[config.mk]
export PLATFORM = sky130hd
export DESIGN_NAME = stopwatch_time_keeper
export DESIGN_NICKNAME = d
export VERILOG_FILES = /design/src/rtl/stopwatch_time_keeper.sv
export SDC_FILE = /design/constraint.sdc
export NUM_CORES = 1
export LEC_CHECK = 0
export CORE_MARGIN = 1.5
export CORE_UTILIZATION = 52
export CTS_CLUSTER_SIZE = 30
export DETAILED_ROUTE_END_ITERATION = 6
export HOLD_SLACK_MARGIN = 0.02
export PLACE_DENSITY = 0.76
export SYNTH_ARGS = -nofsm -noshare
export SYNTH_HDL_FRONTEND = slang
export SYNTH_SLANG_ARGS = --single-unit
export TNS_END_PERCENT = 10
[constraint.sdc]
create_clock -name clk_10000Hz -period 3.5 [get_ports clk_10000Hz]
set_input_delay 0.35 -clock clk_10000Hz [delete_from_list [all_inputs] [get_ports clk_10000Hz]]
set_output_delay 0.35 -clock clk_10000Hz [all_outputs]
set_load 0.01 [all_outputs]
[src/rtl/stopwatch_time_keeper.sv]
// rtl/stopwatch_time_keeper.sv - accumulates sub-second ticks into mm:ss.hh BCD time with optional lap hold
// Optional lap hold feature: define STOPWATCH_LAP_HOLD_EN to build the lap FSM and hold registers.
module stopwatch_time_keeper #(
  parameter int SUB_MAX = 9999,
  parameter int MIN_MAX = 59
) (
  input  logic        clk_10000Hz,
  input  logic        reset,
  input  logic        count_enable,
  input  logic [13:0] sub_in,
  input  logic        clear,
  input  logic        lap_pulse,
  output logic [3:0]  min_t,
  output logic [3:0]  min_o,
  output logic [3:0]  sec_t,
  output logic [3:0]  sec_o,
  output logic [3:0]  hun_t,
  output logic [3:0]  hun_o,
  output logic        lap_active,
  output logic        overflow
);

  // Time words are packed as {min_t, min_o, sec_t, sec_o, hun_t, hun_o}.
  logic [23:0] live_q;
  logic [23:0] live_n;
  logic [23:0] disp;
  logic [13:0] prev_sub;
  logic        overflow_q;
  logic        overflow_n;
  logic        tick;

  logic [13:0] sub_c;
  logic [13:0] hun_full;
  logic [3:0]  hun_t_n;
  logic [3:0]  hun_o_n;
  logic [3:0]  min_t_q, min_o_q, sec_t_q, sec_o_q;
  logic [3:0]  min_t_n, min_o_n, sec_t_n, sec_o_n;
  logic        min_at_max;

  // An out-of-range upstream value is clamped so the hundredths stay within 0..99.
  assign sub_c    = (sub_in > 14'(SUB_MAX)) ? 14'(SUB_MAX) : sub_in;
  assign hun_full = sub_c / 14'd100;
  assign hun_t_n  = 4'(hun_full / 14'd10);
  assign hun_o_n  = 4'(hun_full % 14'd10);

  // A falling sub-second count means the upstream counter wrapped to a new second.
  assign tick = count_enable && (sub_in < prev_sub);

  assign {min_t_q, min_o_q, sec_t_q, sec_o_q} = live_q[23:8];
  assign min_at_max = (min_t_q == 4'(MIN_MAX / 10)) && (min_o_q == 4'(MIN_MAX % 10));

  // Next live time: BCD seconds/minutes carry chain on tick, hundredths always follow sub_in.
  always_comb begin
    min_t_n    = min_t_q;
    min_o_n    = min_o_q;
    sec_t_n    = sec_t_q;
    sec_o_n    = sec_o_q;
    overflow_n = overflow_q;
    if (tick) begin
      if (sec_o_q == 4'd9) begin
        sec_o_n = 4'd0;
        if (sec_t_q == 4'd5) begin
          sec_t_n = 4'd0;
          if (min_at_max) begin
            min_t_n    = 4'd0;
            min_o_n    = 4'd0;
            overflow_n = 1'b1;
          end else if (min_o_q == 4'd9) begin
            min_o_n = 4'd0;
            min_t_n = min_t_q + 4'd1;
          end else begin
            min_o_n = min_o_q + 4'd1;
          end
        end else begin
          sec_t_n = sec_t_q + 4'd1;
        end
      end else begin
        sec_o_n = sec_o_q + 4'd1;
      end
    end
    live_n = {min_t_n, min_o_n, sec_t_n, sec_o_n, hun_t_n, hun_o_n};
  end

  // Live time, previous sub-second sample and sticky overflow; clear beats everything else.
  always_ff @(posedge clk_10000Hz or posedge reset) begin
    if (reset) begin
      live_q     <= 24'd0;
      prev_sub   <= 14'd0;
      overflow_q <= 1'b0;
    end else if (clear) begin
      live_q     <= 24'd0;
      prev_sub   <= 14'd0;
      overflow_q <= 1'b0;
    end else begin
      live_q     <= live_n;
      prev_sub   <= sub_in;
      overflow_q <= overflow_n;
    end
  end

`ifdef STOPWATCH_LAP_HOLD_EN
  typedef enum logic {
    LIVE = 1'b0,
    HOLD = 1'b1
  } lap_state_t;

  lap_state_t  state_q;
  lap_state_t  state_n;
  logic [23:0] hold_q;

  // Lap state register.
  always_ff @(posedge clk_10000Hz or posedge reset) begin
    if (reset) begin
      state_q <= LIVE;
    end else begin
      state_q <= state_n;
    end
  end

  // Lap next state: every lap pulse toggles, clear forces LIVE.
  always_comb begin
    state_n = state_q;
    if (clear) begin
      state_n = LIVE;
    end else if (lap_pulse) begin
      state_n = (state_q == LIVE) ? HOLD : LIVE;
    end
  end

  // Capture the post-edge live time so a tick on the lap edge is included in the frozen value.
  always_ff @(posedge clk_10000Hz or posedge reset) begin
    if (reset) begin
      hold_q <= 24'd0;
    end else if (clear) begin
      hold_q <= 24'd0;
    end else if ((state_q == LIVE) && lap_pulse) begin
      hold_q <= live_n;
    end
  end

  assign lap_active = (state_q == HOLD);
  assign disp       = lap_active ? hold_q : live_q;
`else
  logic unused_lap;
  assign unused_lap = lap_pulse;
  assign lap_active = 1'b0;
  assign disp       = live_q;
`endif

  assign {min_t, min_o, sec_t, sec_o, hun_t, hun_o} = disp;
  assign overflow = overflow_q;

endmodule

== Yosys cells after proc, flatten, opt, wreduce, memory -nomap -nowiden ==
Cells that the tools add are included.
Storage, ports and cells
  bits in registers: 39
  input bits: 19
  output and inout port bits: 26
  word-level logic and storage cells: 54
Cells by class
  $add $sub $neg: 4
  divide/modulo/power cells: 3
  $lt $le $gt $ge: 2
  equal/unequal tests: 4
  muxes and demuxes: 23
  reductions and logical operators: 11
Operator list (number)
  2-to-1 mux 4 bit: 15
  2-to-1 mux 14 bit: 2
  2-to-1 mux 24 bit: 1
  adder 4 x 1 -> 4 bit (second input constant): 4
  divider 14 x 4 -> 14 bit (second input constant): 1
  divider 14 x 7 -> 14 bit (second input constant): 1
  > comparator 14 bit (second input constant): 1
  less-than comparator 14 bit: 1
  remainder unit 14 x 4 -> 14 bit (second input constant): 1
  == test 4 x 3 -> 1 bit (second input constant): 2
  == test 4 bit (second input constant): 2
  AND reduction 4 bit: 2
  nonzero test 2 bit: 4
  2-to-1 mux 1 bit: 5
  AND reduction 3 bit: 1
  nonzero test 3 bit: 1
  logical AND 1 bit: 2
  AND reduction 2 bit: 1

== Logic depth before layout (Yosys ltp) ==
Gate-level depths: netlist of the first run.
  word-level depth: 7
  gate-level depth with buffers: 25
  depth with buffers taken out: 23

== Worst setup path after synthesis of the first run ==
OpenSTA, ideal clock, no wires.
  kind: input -> register
  start: in sub_in[10]
  end: reg live_q[2], in the netlist disp[2]
  setup time: 0.110 ns
  arrival: 4.910 ns
  required time: 3.390 ns
  path slack: -1.520 ns
  stages: 18
  path buffers: 0
  cell sequence: or4b_4 > a21oi_2 > o31ai_2 > o2111a_1 > or4_4 > a21oi_2 > o21a_2 > nor2_1 > o32a_2 > a2111oi_1 > nor2_1 > or3b_1 > o211ai_2 > a21o_2 > nand3_1 > and2_1 > ha_1 > o41ai_1
Between the ends
  longest elaborated chain between the ends: 5
Ends and longest elaborated chain
  from (decl): RTL line 10  | input logic [13:0] sub_in,
  > comparator 14 bit: RTL line 41  | assign sub_c = (sub_in > 14'(SUB_MAX)) ? 14'(SUB_MAX) : sub_in;
  2-to-1 mux 14 bit *: RTL line 41
  divider 14 x 7 -> 14 bit *: RTL line 42  | assign hun_full = sub_c / 14'd100;
  remainder unit 14 x 4 -> 14 bit *: RTL line 44  | assign hun_o_n = 4'(hun_full % 14'd10);
  2-to-1 mux 24 bit *: RTL line 90  | end else if (clear) begin
  to (signal assigned): RTL line 95  | live_q <= live_n;
  to (decl): RTL line 24  | logic [23:0] live_q;
Mark *: on every way between the ends. The rest lies on a longest branch, timed or not.
A chain may end at the register's enable or synchronous reset.

== Worst setup path after layout of the first run ==
  start: in sub_in[12]
  end: reg live_q[1], in the netlist disp[1]
Same word-level chain as after synthesis.

==> flow_results.org, run 1 <==
** Global routing
- The first global-routing pass estimated 21.61 mm of wire.
- The number of global-route vias before repair was 4453.
- The total overflow left after global routing is 0.
- For met1 alone, demand over resource in global routing was 0.4322.
- Met3 global-route usage :: 0.04995
- In the global route stage, overall resource usage came out at 0.3528.
- Most congested layer reported by global routing :: met2
- In the global route stage, met2 resource usage came out at 0.6308.
- The number of antenna violations at the first check in global routing is 0.
- Pin count of the biggest net entering global routing :: 40

** Logic synthesis
- Yosys synthesis warning count :: 0
- Synthesis produced a netlist whose cell count is 465.
- FF+latch count, synth :: 39
- Of the synthesized area, sequential elements account for 0.2604.
- Synthesis instantiated 85 different standard cells from the library.
- Ranked by total cell area, the synthesized netlist is headed by sky130_fd_sc_hd__dfrtp_1, sky130_fd_sc_hd__ha_1, sky130_fd_sc_hd__a21oi_1, sky130_fd_sc_hd__o21ai_0, sky130_fd_sc_hd__nor2_1.
- Of all flip-flops after synthesis, the portion carrying an async set or reset was 1.000.
- Primary flip-flop cell chosen by synthesis mapping :: sky130_fd_sc_hd__dfrtp_1
- The synthesized design contains 0 enable-type register cells.
- Library cell with the largest summed area after synthesis :: sky130_fd_sc_hd__dfrtp_1
- The share of synthesized area in the top cell type comes to 0.2604.
- In this run the cell area of the synthesized design comes to around 3700 um2.
- Mapped Nets :: just over 500
- In this run the mean area of a mapped cell was 8.059 um2.

** Power and ir drop
- Design internal power :: about 1.7 mW
- The completed layout was analyzed and its total power is 2.946 mW.
- Of the total power, the share spent switching nets is 0.4394.
- In this run the static leakage power is approximately 2.7 nW.
- Net switching power figure :: about 1.3 mW
- Reg power frac :: 0.179
- Clock share of power :: 0.101
- Power density cells :: 487.7 nW/um2
- Comb power frac :: 0.721
- Across the VDD grid, the largest voltage drop is 0.5971 mV.

** Drt
- Vias :: between 4k and 5k
- In the routed design, unresolved DRC markers number 0.
- In this run the remaining antenna-violating nets after routing total 0.
- The detailed router finished its first iteration with 327 violations.
- The first detailed-routing pass ran for 5 iterations.
- In the routed layout, each cell is associated on average with a via count of 6.448.
- Total wire length :: 14.97 mm
- Routed wire length per instance :: 20.06 um

** Cells and area
- Registers take a little under 1000 um2.
- The finished cells cover ~6000 um2.
- Filler cell count :: 348
- Count of placed standard cells in the final layout, fillers left out :: between 700 and 800
- Area occupied by multi-input gates :: 3133 um2
- Once layout is complete, the utilization of the core stands at 0.8794.
- The net count of the finished layout is 692.
- Fraction of layout cells with a size suffix above 1 :: 0.4031
- Relative to the synthesized area, the layout overhead comes to 61.20%.
- The number of antenna diodes in the final layout is 0.

** Placed design
- The number of placed instances, taps included, is 703.
- Routability cong. :: approximately 0.93
- Instance area at placement :: between 5000 and 6000 um2
- The wire-length estimate of the detail-placed layout is approximately 9 mm.
- Input and output buffers added on the ports amount to 42.
- Before CTS, the worst setup slack after placement is -2.220 ns.

** Clock tree
- At the later pin of the worst-skew pair, clock insertion delay measures 0.29 ns.
- TritonCTS created 5 clock buffers.
- The tree built by TritonCTS fans out to 39 sinks.
- The H-tree was split into 2 levels.
- Deepest clock path buffer count :: 2
- Clock tree from TritonCTS :: done
- Reg clk slew, reported paths :: 0.07 ns
- Clk root buf :: sky130_fd_sc_hd__clkbuf_8

** Floorplan
- Area enclosed by the die boundary :: 7725 um2
- Ports :: 45
- After floorplanning, the core was sized to cover 6869 um2.
- Starting density of the core :: 0.5455
- Horiz. Die Dim :: 87.89 um
- The die is slightly below 90 um tall.
- The floorplan has 30 rows.

** Timing
- Fin crit share :: 1.478
- Sum Neg Setup Slack :: -10.43 ns
- Number of max-slew violations in the final report :: 0
- For this run, the top clock speed supported by timing is 193.3 MHz.
- WHS :: approximately 0.45 ns
- Final number of setup-violating endpoints :: 21
- Hold violation count in the final report :: 0
- Setup repair after global routing could not meet its margin everywhere.
- After layout, the minimum clock period comes to 5.172 ns.
- Slew at the pin with the worst max-slew slack :: 0.6816 ns
- In the post-route analysis, the smallest setup slack over all paths is -1.672 ns.
- Slew headroom :: 0.5408
- Worst-case clock skew :: 0.005867 ns

** Worst setup path
- Data on the critical path is required at its endpoint by 3.69 ns.
- For the worst setup path, the data arrival time is 5.36 ns.
- Launching element type of the critical path :: input pin
- The critical path is of the in -> reg type.
- Kind of end point of the critical path :: register
- CP max FO :: 7

** Outcome
- Status :: complete, but fails checks
- Violated checks :: negative setup slack

** Job
- Max Cap Violations :: 0

** Worst hold path
- The min-delay analysis places its worst path in the category in -> reg.
## power groups by stage
stage / clock network [mW] / logic [mW] / registers [mW]
2_1_floorplan: 0 / 0.844 / 0.548
5_1_grt: 0.318 / 2.22 / 0.530
4_1_cts: 0.295 / 1.80 / 0.524
3_5_place_dp: 0 / 1.53 / 0.532
6_report: 0.297 / 2.12 / 0.526
3_3_place_gp: 0 / 1.50 / 0.530
## synth_stat cells (6+ instances only)
master                     count
sky130_fd_sc_hd__a211o_1       7
sky130_fd_sc_hd__a211oi_1      6
sky130_fd_sc_hd__a21o_1       17
sky130_fd_sc_hd__a21oi_1      30
sky130_fd_sc_hd__a31oi_1       8
sky130_fd_sc_hd__and2_1        8
sky130_fd_sc_hd__buf_2         6
sky130_fd_sc_hd__clkbuf_1     10
sky130_fd_sc_hd__dfrtp_1      39
sky130_fd_sc_hd__ha_1         24
sky130_fd_sc_hd__inv_1        26
sky130_fd_sc_hd__nand2_1      24
sky130_fd_sc_hd__nand2b_1     11
sky130_fd_sc_hd__nand3_1      22
sky130_fd_sc_hd__nand4_1       7
sky130_fd_sc_hd__nor2_1       35
sky130_fd_sc_hd__nor2b_1      19
sky130_fd_sc_hd__o211ai_1      8
sky130_fd_sc_hd__o21ai_0      30
sky130_fd_sc_hd__o21ai_1       8
sky130_fd_sc_hd__o31ai_1       8
sky130_fd_sc_hd__xnor2_1       6
## final timing paths
path | startpoint | endpoint | slack (ns) | depth (start not counted)
worst max-delay path | sub_in[12] | disp[1]$_DFF_PP0_ | -1.67 | 26
worst min-delay path | sub_in[8] | prev_sub[8]$_DFF_PP0_ | 0.45 | 3
max in group asynchronous | reset | disp[23]$_DFFE_PP0P_ | 2.66 | 3
worst min register to register | overflow$_DFFE_PP0P_ | overflow$_DFFE_PP0P_ | 0.51 | 2
min in group asynchronous | reset | disp[13]$_DFFE_PP0P_ | 0.50 | 3
worst max register to register | prev_sub[1]$_DFF_PP0_ | disp[19]$_DFFE_PP0P_ | -0.21 | 18
## per-layer routing
metal,wire [um],up-vias
met5,0,-
li1,-,2124
met2,7401,321
met3,1109,79
met1,5815,2286
met4,638,0
## state kept, by name, summed over array words and instances, names as in the netlist
signal,count
prev_sub,14
overflow,1
disp,24
## worst max-delay path, cell delays in order
cell	delay, ns
sky130_fd_sc_hd__buf_8	0.11
sky130_fd_sc_hd__buf_6	0.11
sky130_fd_sc_hd__nor4b_4	0.26
sky130_fd_sc_hd__buf_4	0.15
sky130_fd_sc_hd__nand4b_1	0.17
sky130_fd_sc_hd__buf_4	0.17
sky130_fd_sc_hd__o21ai_4	0.07
sky130_fd_sc_hd__xor2_2	0.19
sky130_fd_sc_hd__buf_4	0.15
sky130_fd_sc_hd__nor4_4	0.44
sky130_fd_sc_hd__o211ai_1	0.21
sky130_fd_sc_hd__a21o_1	0.25
sky130_fd_sc_hd__a21o_1	0.21
sky130_fd_sc_hd__o32a_4	0.25
sky130_fd_sc_hd__buf_6	0.14
sky130_fd_sc_hd__a21oi_2	0.13
sky130_fd_sc_hd__o211ai_1	0.19
sky130_fd_sc_hd__and2_1	0.22
sky130_fd_sc_hd__or2_1	0.26
sky130_fd_sc_hd__clkinv_2	0.08
sky130_fd_sc_hd__o2111ai_4	0.16
sky130_fd_sc_hd__a21oi_4	0.23
sky130_fd_sc_hd__o21ai_2	0.11
sky130_fd_sc_hd__buf_4	0.15
sky130_fd_sc_hd__a2111o_1	0.40
sky130_fd_sc_hd__a31oi_1	0.19
## cell families (layout without fill, tap and decap cells)
family          Yosys count  in the layout  share of synthesized area
compound gates          173            173                     0.3269
xor+xnor                  8              8                    0.01870
fa+ha+maj                25             25                    0.08281
buf+inv                  47            232                    0.05142
flops                    39             39                     0.2604
mux                       6              6                    0.01669
other cells               1              1                   0.001001
simple gates            166            166                     0.2421
## repair_timing
item,4_1_cts,5_1_grt
hold buffers,0,0
gates resized for setup,110,41
setup buffers,25,13
setup endpoints to repair,23,23
pin swaps,48,29
## final cells by class
type                            count  share of cell area
Multi-Input combinational cell    379              0.5186
Timing Repair Buffer              196              0.2688
Sequential cell                    39              0.1616
Tap cell                           96             0.01988
Inverter                           28             0.01761
Clock buffer                        7             0.01263
Clock inverter                      1           0.0008285
## cell usage in the layout (no fill, tap or decap), types with 3 or more instances in the layout
cell / instances
sky130_fd_sc_hd__ha_1: 22
sky130_fd_sc_hd__o21ai_0: 18
sky130_fd_sc_hd__nand2_1: 22
sky130_fd_sc_hd__o31ai_1: 4
sky130_fd_sc_hd__a211oi_1: 4
sky130_fd_sc_hd__nor2_1: 32
sky130_fd_sc_hd__o21ai_1: 10
sky130_fd_sc_hd__or2_2: 3
sky130_fd_sc_hd__a211o_1: 6
sky130_fd_sc_hd__and2_4: 3
sky130_fd_sc_hd__nor2b_1: 19
sky130_fd_sc_hd__nand3_1: 19
sky130_fd_sc_hd__a21oi_2: 8
sky130_fd_sc_hd__mux2i_1: 3
sky130_fd_sc_hd__buf_6: 13
sky130_fd_sc_hd__o21ai_2: 9
sky130_fd_sc_hd__a21oi_4: 3
sky130_fd_sc_hd__a21oi_1: 21
sky130_fd_sc_hd__a21o_1: 17
sky130_fd_sc_hd__nand2b_1: 8
sky130_fd_sc_hd__nand2b_4: 3
sky130_fd_sc_hd__dfrtp_1: 39
sky130_fd_sc_hd__and2_1: 5
sky130_fd_sc_hd__buf_4: 143
sky130_fd_sc_hd__inv_1: 25
sky130_fd_sc_hd__and3_1: 4
sky130_fd_sc_hd__o31a_1: 3
sky130_fd_sc_hd__o211ai_1: 8
sky130_fd_sc_hd__clkdlybuf4s50_1: 32
sky130_fd_sc_hd__o31ai_2: 3
sky130_fd_sc_hd__clkbuf_8: 5
sky130_fd_sc_hd__a31oi_1: 7
sky130_fd_sc_hd__nand2_2: 3
sky130_fd_sc_hd__xnor2_1: 5
sky130_fd_sc_hd__nand4_1: 7
Note: power is estimated with default switching activity, not from simulation.
==> inputs of run 2 (changes only) <==
--- a/config.mk
+++ b/config.mk
@@ -10,6 +10,7 @@
 export CTS_CLUSTER_SIZE = 30
 export DETAILED_ROUTE_END_ITERATION = 6
 export HOLD_SLACK_MARGIN = 0.02
+export MAX_ROUTING_LAYER = met4
 export PLACE_DENSITY = 0.76
 export SYNTH_ARGS = -nofsm -noshare
 export SYNTH_HDL_FRONTEND = slang
==> flow_results.org, run 2 (synthesized netlist as in run 1, its figures left out) <==
** Global routing
- Pin count of the biggest net entering global routing :: 40 (unchanged)
- First-pass GRT wire length :: 20.83 mm (was 21.61 mm)
- Global Route met1 Usage :: 0.4349 (was 0.4322)
- Met2 layer usage reported by global route :: 0.5885 (was 0.6308)
- GRT Util Overall :: 0.3493 (was 0.3528)
- Antenna violations before repair :: 0 (unchanged)
- Final global-route overflow total :: 0 (unchanged)
- The met3 usage was 0.04336 (was 0.04995).
- The layer carrying the most global-route usage is met2 (unchanged).
- Vias in the first global route :: 4419 (was 4453)

** Cells and area
- Leading cell types in the layout, fill and taps excluded :: sky130_fd_sc_hd__buf_4, sky130_fd_sc_hd__dfrtp_1, sky130_fd_sc_hd__clkdlybuf4s50_1 (was sky130_fd_sc_hd__buf_4, sky130_fd_sc_hd__dfrtp_1, sky130_fd_sc_hd__nor2_1, sky130_fd_sc_hd__clkdlybuf4s50_1, sky130_fd_sc_hd__inv_1)
- Largest register FFs :: 24 (unchanged)
- Register Area :: 975.9 um2 (unchanged)
- The growth of design area from synthesis to finish was 61.14% (was 61.20%).
- The most common library cell in the layout ignoring fill and taps is sky130_fd_sc_hd__buf_4 (unchanged).
- Area occupied by multi-input gates :: 3107 um2 (was 3133 um2)
- The number of filler instances in the final layout came to 368 (was 348).
- Final Core Density :: 0.8791 (was 0.8794)
- Final instance area :: 6038 um2 (was 6041 um2)
- Count of placed standard cells in the final layout, fillers left out :: 749 (was 746)
- The fraction of final layout cells with drive strength greater than 1 is 0.3951 (was 0.4031).
- Number of nets in the finished design :: 695 (was 692)
- Number of antenna cells inserted :: 0 (unchanged)

** Placed design
- The worst-case setup slack after placement was -2.125 ns (was -2.220 ns).
- The routability congestion estimate from global placement was 0.9397 (was 0.9297).
- Detailed placement HPWL :: 9.015 mm (was 8.852 mm)
- Instance area at placement :: 5176 um2 (was 5161 um2)
- Placed Cells incl. Taps :: 705 (was 703)
- The count of input and output buffers was 42 (unchanged).

** Clock tree
- Number of sinks on the clock net :: 39 (unchanged)
- Clk root buf :: sky130_fd_sc_hd__clkbuf_8 (unchanged)
- The number of clock buffers inserted by TritonCTS was 5 (unchanged).
- The H-tree depth was 2 (unchanged).
- Reg clk slew, reported paths :: 0.08 ns (was 0.07 ns)
- The maximum number of buffers from clock root to sink came to 2 (unchanged).
- The clock latency reported for the late side of the worst-skew pair is 0.29 ns (about the same).
- Clock tree from TritonCTS :: done (unchanged)
- The number of hold-repair buffers added at the cts stage is 0 (unchanged).

** Outcome
- Violated checks :: negative setup slack (unchanged)
- Status :: complete, but fails checks (unchanged)

** Floorplan
- Site Rows :: 30 (unchanged)
- Die height :: 87.89 um (unchanged)
- Area enclosed by the die boundary :: 7725 um2 (unchanged)
- The total I/O pin count is 45 (unchanged).
- The placeable core area is 6869 um2 (unchanged).
- Horiz. Die Dim :: 87.89 um (unchanged)
- The initial core utilization is 0.5455 (unchanged).

** Worst setup path
- The kind of end point of the critical path is a register (unchanged).
- Required time worst endpoint :: 3.71 ns (was 3.69 ns)
- Type of the worst setup path :: in -> reg (unchanged)
- The highest net fanout along the worst path came to 7 (unchanged).
- The arrival time of data at the critical path endpoint is 5.40 ns (was 5.36 ns).
- Launching element type of the critical path :: input pin (unchanged)

** Job
- The max-cap violation count was 0 (unchanged).

** Power and ir drop
- Leakage power total :: 2.683 nW (was 2.675 nW)
- Total power after layout :: 2.924 mW (was 2.946 mW)
- The worst vdd rail ir drop is 0.5439 mV (was 0.5971 mV).
- The areal power density over the cells is 484.3 nW/um2 (was 487.7 nW/um2).

** Drt
- The detailed-route via count is 4737 (was 4810).
- Total wire length :: 14.63 mm (was 14.97 mm)
- The DRC violation count after routing came to 0 (unchanged).
- Routed wire length per instance :: 19.53 um (was 20.06 um)
- Number of design-rule violations left by the first detailed-router iteration :: 319 (was 327)
- Antenna viol nets, final :: 0 (unchanged)
- Via density :: 6.324 (was 6.448)
- The number of detailed-routing iterations run before antenna repair is 5 (unchanged).

** Timing
- The portion of the clock cycle consumed by the worst path in the final layout was 1.483 (was 1.478).
- The relative max-transition margin came to 0.4966 (was 0.5408).
- The setup slack of the critical path after layout came to -1.692 ns (was -1.672 ns).
- Number of max-slew violations in the final report :: 0 (unchanged)
- Slew at the pin with the worst max-slew slack :: 0.7472 ns (was 0.6816 ns)
- Maximum operating frequency :: 192.6 MHz (was 193.3 MHz)
- The final count of hold timing violations came to 0 (unchanged).
- Setup repair after global routing missed its margin: true (unchanged).
- The worst clock skew came to 0.008210 ns (was 0.005867 ns).
- Final number of setup-violating endpoints :: 23 (was 21)
- Minimum period implied by the final worst setup slack :: 5.192 ns (was 5.172 ns)

** Worst hold path
- The path type of the worst min-delay path was in -> reg (unchanged).
[run 2: changes by cell type in the layout (fill, tap and decap cells not counted), moves of 3 or more]
cell                              delta
sky130_fd_sc_hd__a21oi_1             +4
sky130_fd_sc_hd__a21oi_2             -3
sky130_fd_sc_hd__buf_4               +7
sky130_fd_sc_hd__buf_6               -5
sky130_fd_sc_hd__clkdlybuf4s50_1     +3
sky130_fd_sc_hd__o21ai_0             +5
sky130_fd_sc_hd__o21ai_1             -3
sky130_fd_sc_hd__o21ai_2             -5
sky130_fd_sc_hd__o21ai_4             +3
[run 2: final cells by class]
cell class / count / share of cell area
Clock buffer: 7 / 0.01596
Clock inverter: 1 / 0.001243
Inverter: 28 / 0.01761
Multi-Input combinational cell: 379 / 0.5145
Sequential cell: 39 / 0.1616
Tap cell: 96 / 0.01989
Timing Repair Buffer: 199 / 0.2692
[run 2: timing repair]
item,4_1_cts,5_1_grt
resized for setup,83,43
buffers inserted,26,11
endpoints found under the setup margin,23,23
pin swaps,36,24
[run 2: power by group]
group	internal [mW]	switching, mW	total [mW]
logic	1.00	1.05	2.06
registers	0.498	0.0255	0.524
clock network	0.179	0.164	0.343
total	1.68	1.24	2.92
[run 2: worst paths after layout]
check,startpoint,endpoint,slack (ns),cells past startpoint
worst max-delay path,sub_in[6],disp[1]$_DFF_PP0_,-1.69,20
worst min-delay path,sub_in[8],prev_sub[8]$_DFF_PP0_,0.45,3
worst max register to register,prev_sub[1]$_DFF_PP0_,disp[19]$_DFFE_PP0P_,-0.36,19
worst min register to register,overflow$_DFFE_PP0P_,overflow$_DFFE_PP0P_,0.49,2
max in group asynchronous,reset,disp[23]$_DFFE_PP0P_,2.69,3
min in group asynchronous,reset,prev_sub[1]$_DFF_PP0_,0.47,3
[run 2: critical path, cell delays in order]
cell	delay, ns
sky130_fd_sc_hd__clkdlybuf4s50_1	0.46
sky130_fd_sc_hd__nor4_1	0.47
sky130_fd_sc_hd__o21ai_0	0.18
sky130_fd_sc_hd__a21oi_1	0.21
sky130_fd_sc_hd__and4b_1	0.28
sky130_fd_sc_hd__a211o_1	0.27
sky130_fd_sc_hd__buf_4	0.16
sky130_fd_sc_hd__o211ai_1	0.16
sky130_fd_sc_hd__a21o_1	0.25
sky130_fd_sc_hd__a21o_1	0.21
sky130_fd_sc_hd__o32a_4	0.29
sky130_fd_sc_hd__o21ai_4	0.17
sky130_fd_sc_hd__inv_2	0.05
sky130_fd_sc_hd__o211ai_1	0.30
sky130_fd_sc_hd__or3b_1	0.41
sky130_fd_sc_hd__o211ai_2	0.26
sky130_fd_sc_hd__a21o_4	0.20
sky130_fd_sc_hd__nand3_2	0.09
sky130_fd_sc_hd__a2111o_1	0.43
sky130_fd_sc_hd__a31oi_2	0.19
[run 2: layer usage]
metal	part of all wire	vias to the layer above	wire, um
li1	-	2124	-
met1	0.39	2259	5671
met2	0.49	267	7161
met3	0.073	87	1071
met4	0.050	0	726
met5	0	-	0
[run 2: metrics by stage]
step           hold WS [ns]  setup TNS [ns]
3_3_place_gp         0.4652          -23.53
4_1_cts              0.4382          -14.85
6_report             0.4451          -18.30
2_1_floorplan        0.4877          -8.751
3_5_place_dp         0.4724          -26.01
5_1_grt              0.4521          -21.27
